**src/rtl/tour_pkg.sv**
```systemverilog
// Shared constants and types for the knight's-tour command player:
// one-hot move encodings, motion headings, opcodes, responses and FSM states.
package tour_pkg;

  // One-hot moves, named by (dx,dy) with +x east, +y north
  localparam logic [7:0] MV_P1_P2 = 8'h01;
  localparam logic [7:0] MV_M1_P2 = 8'h02;
  localparam logic [7:0] MV_M2_P1 = 8'h04;
  localparam logic [7:0] MV_M2_M1 = 8'h08;
  localparam logic [7:0] MV_M1_M2 = 8'h10;
  localparam logic [7:0] MV_P1_M2 = 8'h20;
  localparam logic [7:0] MV_P2_M1 = 8'h40;
  localparam logic [7:0] MV_P2_P1 = 8'h80;

  localparam logic [7:0] HDG_N = 8'h00;
  localparam logic [7:0] HDG_W = 8'h3F;
  localparam logic [7:0] HDG_S = 8'h7F;
  localparam logic [7:0] HDG_E = 8'hBF;

  localparam logic [3:0] OP_MOVE    = 4'h2;
  localparam logic [3:0] OP_FANFARE = 4'h3;

  localparam logic [7:0] RESP_IDLE = 8'hA5;
  localparam logic [7:0] RESP_BUSY = 8'h5A;

  typedef enum logic [2:0] {
    IDLE   = 3'd0,
    VERT   = 3'd1,
    WAIT_V = 3'd2,
    HORZ   = 3'd3,
    WAIT_H = 3'd4
  } tour_state_e;

endpackage

```
**src/rtl/tour_move_decode.sv**
```systemverilog
// Combinational split of a one-hot knight move into a vertical leg and a
// horizontal leg (heading + square count); flags anything not one-hot.
module tour_move_decode
  import tour_pkg::*;
(
  input  logic [7:0] move,
  output logic [7:0] vert_heading,
  output logic [3:0] vert_sq,
  output logic [7:0] horz_heading,
  output logic [3:0] horz_sq,
  output logic       illegal
);

  always_comb begin
    vert_heading = HDG_N;
    vert_sq      = 4'd0;
    horz_heading = HDG_E;
    horz_sq      = 4'd0;
    illegal      = 1'b0;
    case (move)
      MV_P1_P2: begin vert_heading = HDG_N; vert_sq = 4'd2; horz_heading = HDG_E; horz_sq = 4'd1; end
      MV_M1_P2: begin vert_heading = HDG_N; vert_sq = 4'd2; horz_heading = HDG_W; horz_sq = 4'd1; end
      MV_M2_P1: begin vert_heading = HDG_N; vert_sq = 4'd1; horz_heading = HDG_W; horz_sq = 4'd2; end
      MV_M2_M1: begin vert_heading = HDG_S; vert_sq = 4'd1; horz_heading = HDG_W; horz_sq = 4'd2; end
      MV_M1_M2: begin vert_heading = HDG_S; vert_sq = 4'd2; horz_heading = HDG_W; horz_sq = 4'd1; end
      MV_P1_M2: begin vert_heading = HDG_S; vert_sq = 4'd2; horz_heading = HDG_E; horz_sq = 4'd1; end
      MV_P2_M1: begin vert_heading = HDG_S; vert_sq = 4'd1; horz_heading = HDG_E; horz_sq = 4'd2; end
      MV_P2_P1: begin vert_heading = HDG_N; vert_sq = 4'd1; horz_heading = HDG_E; horz_sq = 4'd2; end
      default:  illegal = 1'b1;
    endcase
  end

endmodule

```
**src/rtl/tour_cmd_player.sv**
```systemverilog
// Plays a solved knight's tour as vertical/horizontal motion commands, passing
// UART commands through when idle. Define TOUR_CMD_FANFARE_EN for fanfare horizontal legs.
// Handshake: cmd is offered while cmd_rdy=1; clr_cmd_rdy takes it, and send_resp
// later reports the motion finished, which releases the next command.
module tour_cmd_player
  import tour_pkg::*;
#(
  parameter int NUM_MOVES = 24
) (
  input  logic        clk,
  input  logic        rst,
  input  logic        start_tour,
  input  logic [7:0]  move,
  output logic [4:0]  indx,
  input  logic [15:0] cmd_UART,
  input  logic        cmd_rdy_UART,
  output logic        clr_cmd_rdy_UART,
  output logic [15:0] cmd,
  output logic        cmd_rdy,
  input  logic        clr_cmd_rdy,
  input  logic        send_resp,
  output logic [7:0]  resp,
  output logic        tour_err,
  output tour_state_e state_dbg
);

`ifdef TOUR_CMD_FANFARE_EN
  localparam logic [3:0] HORZ_OP = OP_FANFARE;
`else
  localparam logic [3:0] HORZ_OP = OP_MOVE;
`endif

  localparam logic [4:0] LAST_INDX = 5'(NUM_MOVES - 1);

  tour_state_e state, nxt_state;
  logic [4:0]  nxt_indx;
  logic        nxt_tour_err;
  logic [7:0]  vert_heading, horz_heading;
  logic [3:0]  vert_sq, horz_sq;
  logic        illegal;
  logic        last_move;

  tour_move_decode u_decode (
    .move         (move),
    .vert_heading (vert_heading),
    .vert_sq      (vert_sq),
    .horz_heading (horz_heading),
    .horz_sq      (horz_sq),
    .illegal      (illegal)
  );

  assign last_move = (indx == LAST_INDX);
  assign state_dbg = state;

  always_ff @(posedge clk or posedge rst) begin
    if (rst) begin
      state    <= IDLE;
      indx     <= 5'd0;
      tour_err <= 1'b0;
    end else begin
      state    <= nxt_state;
      indx     <= nxt_indx;
      tour_err <= nxt_tour_err;
    end
  end

  always_comb begin
    nxt_state        = state;
    nxt_indx         = indx;
    nxt_tour_err     = 1'b0;
    cmd              = cmd_UART;
    cmd_rdy          = 1'b0;
    clr_cmd_rdy_UART = 1'b0;
    resp             = RESP_BUSY;
    case (state)
      IDLE: begin
        cmd_rdy          = cmd_rdy_UART;
        clr_cmd_rdy_UART = clr_cmd_rdy;
        resp             = RESP_IDLE;
        nxt_indx         = 5'd0;
        if (start_tour) nxt_state = VERT;
      end
      VERT: begin
        cmd = {OP_MOVE, vert_heading, vert_sq};
        // A corrupt move aborts the tour before anything is offered downstream
        if (illegal) begin
          nxt_state    = IDLE;
          nxt_indx     = 5'd0;
          nxt_tour_err = 1'b1;
        end else begin
          cmd_rdy = 1'b1;
          if (clr_cmd_rdy) nxt_state = WAIT_V;
        end
      end
      WAIT_V: begin
        cmd = {OP_MOVE, vert_heading, vert_sq};
        if (send_resp) nxt_state = HORZ;
      end
      HORZ: begin
        cmd     = {HORZ_OP, horz_heading, horz_sq};
        cmd_rdy = 1'b1;
        if (clr_cmd_rdy) nxt_state = WAIT_H;
      end
      WAIT_H: begin
        cmd = {HORZ_OP, horz_heading, horz_sq};
        if (last_move) resp = RESP_IDLE;
        if (send_resp) begin
          if (last_move) begin
            nxt_state = IDLE;
            nxt_indx  = 5'd0;
          end else begin
            nxt_state = VERT;
            nxt_indx  = indx + 5'd1;
          end
        end
      end
      default: begin
        nxt_state = IDLE;
        nxt_indx  = 5'd0;
      end
    endcase
  end

endmodule

```
**config.mk**
```make
export PLATFORM = sky130hd
export DESIGN_NAME = tour_cmd_player
export DESIGN_NICKNAME = d
export VERILOG_FILES = /design/src/rtl/tour_pkg.sv /design/src/rtl/tour_move_decode.sv /design/src/rtl/tour_cmd_player.sv
export SDC_FILE = /design/constraint.sdc
export NUM_CORES = 1
export LEC_CHECK = 0
export BUFFER_PORTS_ARGS = -buffer_cell sky130_fd_sc_hd__clkbuf_2
export CORE_MARGIN = 3
export CORE_UTILIZATION = 43
export DETAILED_ROUTE_END_ITERATION = 16
export PLACE_DENSITY = 0.77
export RECOVER_POWER = 100
export REMOVE_ABC_BUFFERS = 1
export SYNTH_ARGS = -nofsm -noshare
export SYNTH_HDL_FRONTEND = slang
export SYNTH_SLANG_ARGS = --single-unit
```
**constraint.sdc**
```tcl
create_clock -name clk -period 2.01 [get_ports clk]
set_clock_uncertainty 0.05 [all_clocks]
set_input_delay 0.201 -clock clk [delete_from_list [all_inputs] [get_ports clk]]
set_output_delay 0.201 -clock clk [all_outputs]
set_load 0.01 [all_outputs]
```
==> results.cfg, run 1 <==
[worst_setup_path]
worst_r2r_path_depth = 7
rrSetupSlack_ns = 0.36
reg2reg_from = indx[0]
cp.arrival_ns = 1.65
crit_type = flop to primary output
path_max_fanout = 8
required_ns = 1.76
critPathLaunchType = flop
r2r_end = state_dbg[0]
end_kind = primary output

[clocking]
cts_max_path_buffers = 2
htreeDepth = 1
cts.sinks = 9
clk_latency_ns = 0.26
clkSlewWorstSetupHoldPaths_ns = 0.06
cts_tree = yes
cts_buffers = 3
root_buffer = clkbuf_4

[global_route]
grt_pass1_vias = 1233
overflow = 0
antenna_found_initial = 0
grt_pass1_wl_um = 5437
grt_max_degree = 13
track_usage_pct = 20.49

[floorplan]
ios = 65
dieHeight_um = 56.52
start_util_pct = 47.33
core-area_um2 = 2318
dieWidth_um = 56.52
dieArea_um2 = 3194
num_rows = 17

[logic_synthesis]
ys_warn_count = 0
synth_area_per_cell_um2 = 7.364
syn_area_um2 = 1097
synth_edf_count = 0
synthArstFlopShare_pct = 100.0
synth_cells = 149
yosys_most_used_dff = dfrtp_1
ys_seq_area_share_pct = 20.52
synth_seq_cells = 9
ys_types = 46

[pwr]
intPower_w = 0.0007044
p_sw_share_pct = 47.35
power_frac_comb_pct = 71.6
powerDensity_nw_per_um2 = 874.3
power.leakage_nw = 0.7291
irDropWorstVdd_mv = 0.6246
switchingPower_w = 0.0006335
p_clk_share_pct = 10.5
seqPwrFrac_pct = 17.9

[min_path]
hold-path-cell-count = 4
hold_path_end = state_dbg[0]
hold_class = input pin to flop
hp-start = clr_cmd_rdy

[timing]
hold_violations = 0
worst-slew-pin-transition_ns = 0.4929
worst_slew_margin_rel_pct = 66.98
whs_ns = 0.2131
finalCriticalPeriod_ns = 1.903
finalCritPeriodShare_pct = 94.68
fmax_mhz = 525.5
setup_viol = 0
drv_slew = 0
fin_setup_tns_ns = 0

[final_layout]
area_growth_pct = 39.45
post-route-util_pct = 66.00
fillers = 219
n_antenna_cell = 0
nets = 251
drive_gt1_share_pct = 41.55

[route]
remaining_drc_errors = 0
vias_per_cell = 5.717
drt_first_pass_iters = 4
wire_per_inst_um = 13.53
vias = 1412
antenna_left = 0
drt_iter0_drc = 53
routed_wl_um = 3341

[placed_design]
dpl.hpwl_um = 2605
io_buffers = 64
gp_congestion = 0.8259

[outcome]
status = finished clean

[flow_run]
cap_viol_max_count = 0
==> power groups by stage <==
stage                     logic [W]  clock network, W  registers, W
after floorplan            0.000471                 0      0.000262
after global placement     0.000888                 0      0.000241
after detailed placement   0.000903                 0      0.000245
after CTS                  0.000918          0.000146      0.000244
after global routing        0.00105          0.000156      0.000245
final                      0.000958          0.000141      0.000239
==> repair_timing <==
| item | CTS | global route |
|---|---|---|
| buffers inserted | 0 | 4 |
| resized for setup | 3 | 7 |
| setup endpoints to repair | 13 | 13 |
| hold buffers | 1 | 0 |
| hold endpoints to repair | 9 | 0 |
==> layout by cell type, fill, tap and decap left out, types with 5 or more instances in the layout <==
| master | instances |
|---|---|
| clkbuf_2 | 59 |
| o21a_1 | 6 |
| nand2_1 | 14 |
| a21oi_1 | 6 |
| nor2b_1 | 10 |
| buf_4 | 14 |
| o21ai_0 | 18 |
| inv_1 | 5 |
| nor2_1 | 9 |
| clkbuf_1 | 6 |
| dfrtp_1 | 6 |
==> layout make-up <==
class	instances	area (µm²)	area share (%)
Multi-Input combinational cell	121	787.0	51.43
Timing Repair Buffer	79	429.2	28.05
Sequential cell	9	229.0	14.96
Tap cell	28	35.03	2.289
Clock buffer	4	26.28	1.717
Inverter	6	23.77	1.554
==> through the flow <==
step	power, W	cell area [µm²]	cells	setup slack [ns]
after floorplan	0.0007328	1015	136	0.1333
after global placement	0.001129	1445	238	0.1854
after detailed placement	0.001149	1445	238	0.09449
after CTS	0.001308	1491	243	0.001891
after global routing	0.001454	1530	247	-0.008659
final	0.001338	1530	247	0.1069
==> layer usage <==
metal	vias to the layer above	share of wire, %	GRT usage [%]
li1	695	-	-
met4	0	1.1	8.475
met3	6	11	4.368
met5	-	0	0
met2	83	46	33.66
met1	628	41	25.70
==> sequential cells by signal, summed over array words and instances (netlist names) <==
register / flops
indx: 5
state_dbg: 3
tour_err: 1
==> critical path, stage by stage (launching register included) <==
cell and delay (ns):
dfrtp_2 0.46, buf_4 0.15, nor2_1 0.12, nor2_1 0.06, a211o_1 0.34, o21a_1 0.13
clkbuf_2 0.13
==> cells in the mapped netlist, drive strengths merged, types with 2 or more instances <==
cell type	instances	share of area, %
a211oi	2	1.8
a21oi	7	4.2
a311oi	2	1.6
a31oi	3	1.7
a32oi	3	2.4
a41oi	2	1.6
and3	3	1.7
buf	8	5.8
clkbuf	5	1.7
dfrtp	9	21
inv	5	1.7
mux2i	2	1.8
nand2	14	4.8
nand3	2	0.91
nand4b	2	1.6
nor2	12	4.3
nor2b	10	5.7
nor3	3	1.4
nor4	3	1.7
o21a	6	4.1
o21ai	19	9.0
o22ai	2	1.1
o31ai	3	2.1
xnor2	3	2.4
xor2	3	2.4
==> cells by family after synthesis <==
logic type / after synthesis / share of synthesized area, %
buffers and inverters: 19 / 9.578
adder cells (fa/ha/maj): 1 / 1.140
AO/OA/AOI/OAI: 55 / 34.55
flip-flops: 9 / 20.52
XOR/XNOR: 6 / 4.790
multiplexers: 2 / 1.824
AND/OR/NAND/NOR: 57 / 27.60
==> worst max-delay path by stage <==
stage	slack (ns)	from	end
3_3_place_gp	0.19	move[1]	cmd[1]
4_1_cts	0.002	state_dbg[1]	cmd[11]
3_5_place_dp	0.09	state_dbg[0]	cmd[13]
2_1_floorplan	0.13	state_dbg[0]	resp[1]
6_report	0.11	state_dbg[0]	cmd[4]
5_1_grt	-0.009	state_dbg[0]	cmd[8]
Note: power is estimated with default switching activity, not from simulation.
==> run 2, diff against run 1 <==
--- a/config.mk
+++ b/config.mk
@@ -10,8 +10,8 @@
 export CORE_UTILIZATION = 43
 export DETAILED_ROUTE_END_ITERATION = 16
 export PLACE_DENSITY = 0.77
-export RECOVER_POWER = 100
 export REMOVE_ABC_BUFFERS = 1
+export SLEW_MARGIN = 20
 export SYNTH_ARGS = -nofsm -noshare
 export SYNTH_HDL_FRONTEND = slang
 export SYNTH_SLANG_ARGS = --single-unit
==> results.cfg, run 2 (synthesis results as in run 1) <==
[final_layout]
post-route-util_pct = 66.27
final_cell_area_um2 = 1536
n_antenna_cell = 0
area_growth_pct = 40.02
nets = 251
largest_register = indx
largest_reg_flops = 5
fillers = 214
layout_common_cells = 64 x clkbuf_2, 18 x o21ai_0, 14 x nand2_1, 14 x buf_4, 10 x nor2b_1
drive_gt1_share_pct = 43.84
final_common_cell = clkbuf_2

[worst_setup_path]
reg2reg_from = indx[0]
critPathLaunchType = flop
end_kind = primary output
crit_type = flop to primary output
cp.arrival_ns = 1.65
rrSetupSlack_ns = 0.36
path_max_fanout = 8
required_ns = 1.76
r2r_end = state_dbg[0]
worst_r2r_path_depth = 7

[timing]
fin_setup_tns_ns = 0
hold_violations = 0
worst_slew_margin_rel_pct = 66.99
fin_ws_ns = 0.1052
setup_viol = 0
worst-slew-pin-transition_ns = 0.4927
finalCritPeriodShare_pct = 94.76
fmax_mhz = 525.0
whs_ns = 0.2089
drv_slew = 0
finalCriticalPeriod_ns = 1.905

[route]
met3WireLength_um = 385
vias_per_cell = 5.713
drt_iter0_drc = 44
antenna_left = 0
routed_wl_um = 3322
met1_length_um = 1372
highest_layer = met4
vias = 1411
drt_first_pass_iters = 4
remaining_drc_errors = 0
dr_wl_met2_um = 1534
wire_per_inst_um = 13.45

[clocking]
cts.sinks = 9
cts_max_path_buffers = 2
cts_tree = yes
clk_latency_ns = 0.26
cts_buffers = 3
htreeDepth = 1
root_buffer = clkbuf_4
clkSlewWorstSetupHoldPaths_ns = 0.06

[global_route]
grt_pass1_wl_um = 5437
antenna_found_initial = 0
track_usage_pct = 20.49
grt_pass1_vias = 1233
overflow = 0
grt_max_degree = 13

[pwr]
p_sw_share_pct = 47.25
power.leakage_nw = 0.7461
powerDensity_nw_per_um2 = 872.2
power_frac_comb_pct = 71.6
intPower_w = 0.0007069
irDropWorstVdd_mv = 0.6256
seqPwrFrac_pct = 17.8
switchingPower_w = 0.0006333
p_clk_share_pct = 10.5

[floorplan]
dieWidth_um = 56.52
core-area_um2 = 2318
num_rows = 17
ios = 65
dieHeight_um = 56.52
dieArea_um2 = 3194
start_util_pct = 47.33

[placed_design]
gp_congestion = 0.8259
io_buffers = 64
post_dp_cell_area_um2 = 1445
pre_cts_ws_ns = 0.09449
dpl.hpwl_um = 2605

[min_path]
hp-start = clr_cmd_rdy
hold_path_end = state_dbg[0]
hold_class = input pin to flop
hold-path-cell-count = 4

[outcome]
status = finished clean

[flow_run]
cap_viol_max_count = 0
==> run 2: cell counts in the layout (fill, tap and decap cells not counted) <==
Identical to the previous run, type by type.
==> run 2: worst max path at each step <==
stage                      start  endpoint  slack, ns  cells past startpoint
CTS                 state_dbg[1]   cmd[11]      0.002                      6
global placement         move[1]    cmd[1]       0.19                      7
global route        state_dbg[0]    cmd[8]     -0.009                      6
detailed placement  state_dbg[0]   cmd[13]       0.09                      4
floorplan           state_dbg[0]   resp[1]       0.13                      3
finish              state_dbg[0]    cmd[4]       0.11                      6
==> run 2: per-layer routing <==
metal	GRT usage, %	vias up
met2	33.66	92
met3	4.368	4
met5	0	-
met1	25.70	621
li1	-	694
met4	8.475	0
==> run 2: area by class of cell <==
type	instances	area [µm²]	share of cell area [%]
Clock buffer	4	26.28	1.710
Inverter	6	23.77	1.547
Multi-Input combinational cell	121	787.0	51.22
Sequential cell	9	229.0	14.90
Tap cell	28	35.03	2.280
Timing Repair Buffer	79	435.4	28.34
==> run 2: power by group through the flow <==
stage / Combinational [W] / Sequential [W] / Clock (W)
2_1_floorplan: 0.000471 / 0.000262 / 0
3_3_place_gp: 0.000888 / 0.000241 / 0
3_5_place_dp: 0.000903 / 0.000245 / 0
4_1_cts: 0.000918 / 0.000244 / 0.000146
5_1_grt: 0.00105 / 0.000245 / 0.000156
6_report: 0.000960 / 0.000239 / 0.000141
==> run 2: repair_timing <==
item / 4_1_cts / 5_1_grt
hold buffers: 1 / 0
resized for setup: 3 / 7
hold endpoints to repair: 9 / 0
setup buffers: 0 / 4
setup endpoints to repair: 13 / 13
==> run 2: stage by stage <==
step	cells	power (W)
after detailed placement	238	0.001149
final	247	0.001340
after global placement	238	0.001129
after floorplan	136	0.0007328
after global routing	247	0.001456
after CTS	243	0.001308
==> run 2: critical path: stages (launching register included) <==
cell and delay (ns):
dfrtp_2 0.46, buf_4 0.15, nor2_1 0.12, nor2_1 0.06, a211o_1 0.34, o21a_1 0.13, clkbuf_2 0.13
==> run 3, diff against run 2 <==
--- a/config.mk
+++ b/config.mk
@@ -8,6 +8,7 @@
 export BUFFER_PORTS_ARGS = -buffer_cell sky130_fd_sc_hd__clkbuf_2
 export CORE_MARGIN = 3
 export CORE_UTILIZATION = 43
+export CTS_BUF_LIST = sky130_fd_sc_hd__clkbuf_16
 export DETAILED_ROUTE_END_ITERATION = 16
 export PLACE_DENSITY = 0.77
 export REMOVE_ABC_BUFFERS = 1
==> results.cfg, run 3 (synthesis results as in run 1) <==
[worst_setup_path]
slowest_delay_ns = 0.48
slowest_stage = dfrtp_2
critPathTopFamily = flip-flops
required_ns = 1.76
critical_path.cell_chain = buf_4 > nor3b_1 > a21oi_1 > o32ai_1 > a211oi_2 > clkbuf_2
end_kind = primary output
path_max_fanout = 10
path_buf_inv = 2
crit_type = flop to primary output
critPathLaunchType = flop
cp.arrival_ns = 1.65

[pwr]
power_frac_comb_pct = 60.6
irDropWorstVdd_mv = 0.6400
power.leakage_nw = 0.7545
p_clk_share_pct = 22.9
intPower_w = 0.0008674
seqPwrFrac_pct = 16.4
powerDensity_nw_per_um2 = 971.9
p_sw_share_pct = 42.89
switchingPower_w = 0.0006514

[route]
vias_per_cell = 5.787
antenna_left = 0
drt_iter0_drc = 40
wire_per_inst_um = 13.82
drt_first_pass_iters = 4
routed_wl_um = 3372
remaining_drc_errors = 0
vias = 1412

[clocking]
clkSlewWorstSetupHoldPaths_ns = 0.04
htreeDepth = 1
cts.sinks = 9
root_buffer = clkbuf_16
clk_latency_ns = 0.24
cts_max_path_buffers = 2
cts_buffers = 3
cts_tree = yes

[placed_design]
dpl.hpwl_um = 2605
gp_congestion = 0.8259
io_buffers = 64
place_inst = 238

[floorplan]
dieHeight_um = 56.52
ios = 65
core-area_um2 = 2318
start_util_pct = 47.33
num_rows = 17
dieArea_um2 = 3194
dieWidth_um = 56.52

[timing]
hold_violations = 0
worst_slew_margin_rel_pct = 66.99
whs_ns = 0.2424
setup_viol = 0
rsz0062_at_grt = yes
finalCriticalPeriod_ns = 1.897
drv_slew = 0
fin_setup_tns_ns = 0
fmax_mhz = 527.3
finalCritPeriodShare_pct = 94.36
worst-slew-pin-transition_ns = 0.4927

[final_layout]
final_common_cell = clkbuf_2
area_growth_pct = 42.42
layout_common_cells = 64 x clkbuf_2, 18 x o21ai_0, 14 x nand2_1
fillers = 213
nets = 248
fin_cells = 244
multi_input_area_um2 = 783.3
largest_register = indx
ff_latch_area_um2 = 229.0
largest_reg_flops = 5
drive_gt1_share_pct = 42.59
n_antenna_cell = 0

[outcome]
status = finished clean

[global_route]
grt_pass1_wl_um = 5561
antenna_found_initial = 0
grt_pass1_vias = 1257
track_usage_pct = 21.20
grt_max_degree = 13
overflow = 0

[min_path]
hold_class = input pin to flop

[flow_run]
cap_viol_max_count = 0
## run 3: cell types whose count changed in the layout (fill, tap and decap cells not counted)
cell       previous run  this run
clkbuf_1              1         0
nor3b_2               1         0
and2_1                0         1
nor2_2                3         4
inv_1                 5         6
nor3b_1               0         1
nor2_1                9         8
and2_2                1         0
clkbuf_4              3         0
clkbuf_16             0         3
buf_4                14        11
## run 3: final cells by class
type	count	share of cell area, %
multi-input combinational	121	50.12
timing repair buffer	76	26.42
sequential	9	14.65
clock buffer	3	4.804
tap	28	2.242
inverter	6	1.521
clock inverter	1	0.2402
## run 3: final timing paths
path,start,endpoint,slack (ns),cells past startpoint
worst max-delay path,state_dbg[0],cmd[1],0.11,6
min in group asynchronous,rst,indx[3],0.41,3
worst max register to register,state_dbg[0],indx[0],0.25,7
max in group asynchronous,rst,state_dbg[1],1.21,3
worst min register to register,indx[3],indx[3],0.53,1
worst min-delay path,clr_cmd_rdy,state_dbg[1],0.24,3
## run 3: per-layer routing
layer,GRT usage [%],up-vias,routed length (µm)
li1,-,687,-
met1,26.12,637,1372
met2,34.16,83,1598
met3,5.747,5,356
met4,9.492,0,45
met5,0,-,0
## run 3: metrics by stage
step	utilization [%]	power, W	area (µm²)	worst slack (ns)
final	67.40	0.001519	1563	0.1135
after global routing	67.40	0.001632	1563	-0.0009490
after CTS	66.54	0.001512	1543	0.001759
after detailed placement	62.33	0.001149	1445	0.09449
after global placement	62.33	0.001129	1445	0.1854
after floorplan	-	0.0007328	1015	0.1333
## run 3: repair_timing
item	4_1_cts	5_1_grt
resized for setup	2	7
hold endpoints to repair	9	0
setup endpoints to repair	12	14
hold buffers	1	0
buffers inserted	0	1
## run 3: tightest hold or removal path, cell delays in order
cell,delay (ns)
clkbuf_2,0.10
nand2_1,0.10
o31ai_1,0.08
## run 3: power by group through the flow
stage / Combinational (W) / Sequential [W] / Clock [W]
floorplan: 0.000471 / 0.000262 / 0
global placement: 0.000888 / 0.000241 / 0
detailed placement: 0.000903 / 0.000245 / 0
CTS: 0.000918 / 0.000243 / 0.000351
global route: 0.00102 / 0.000255 / 0.000362
finish: 0.000921 / 0.000250 / 0.000348
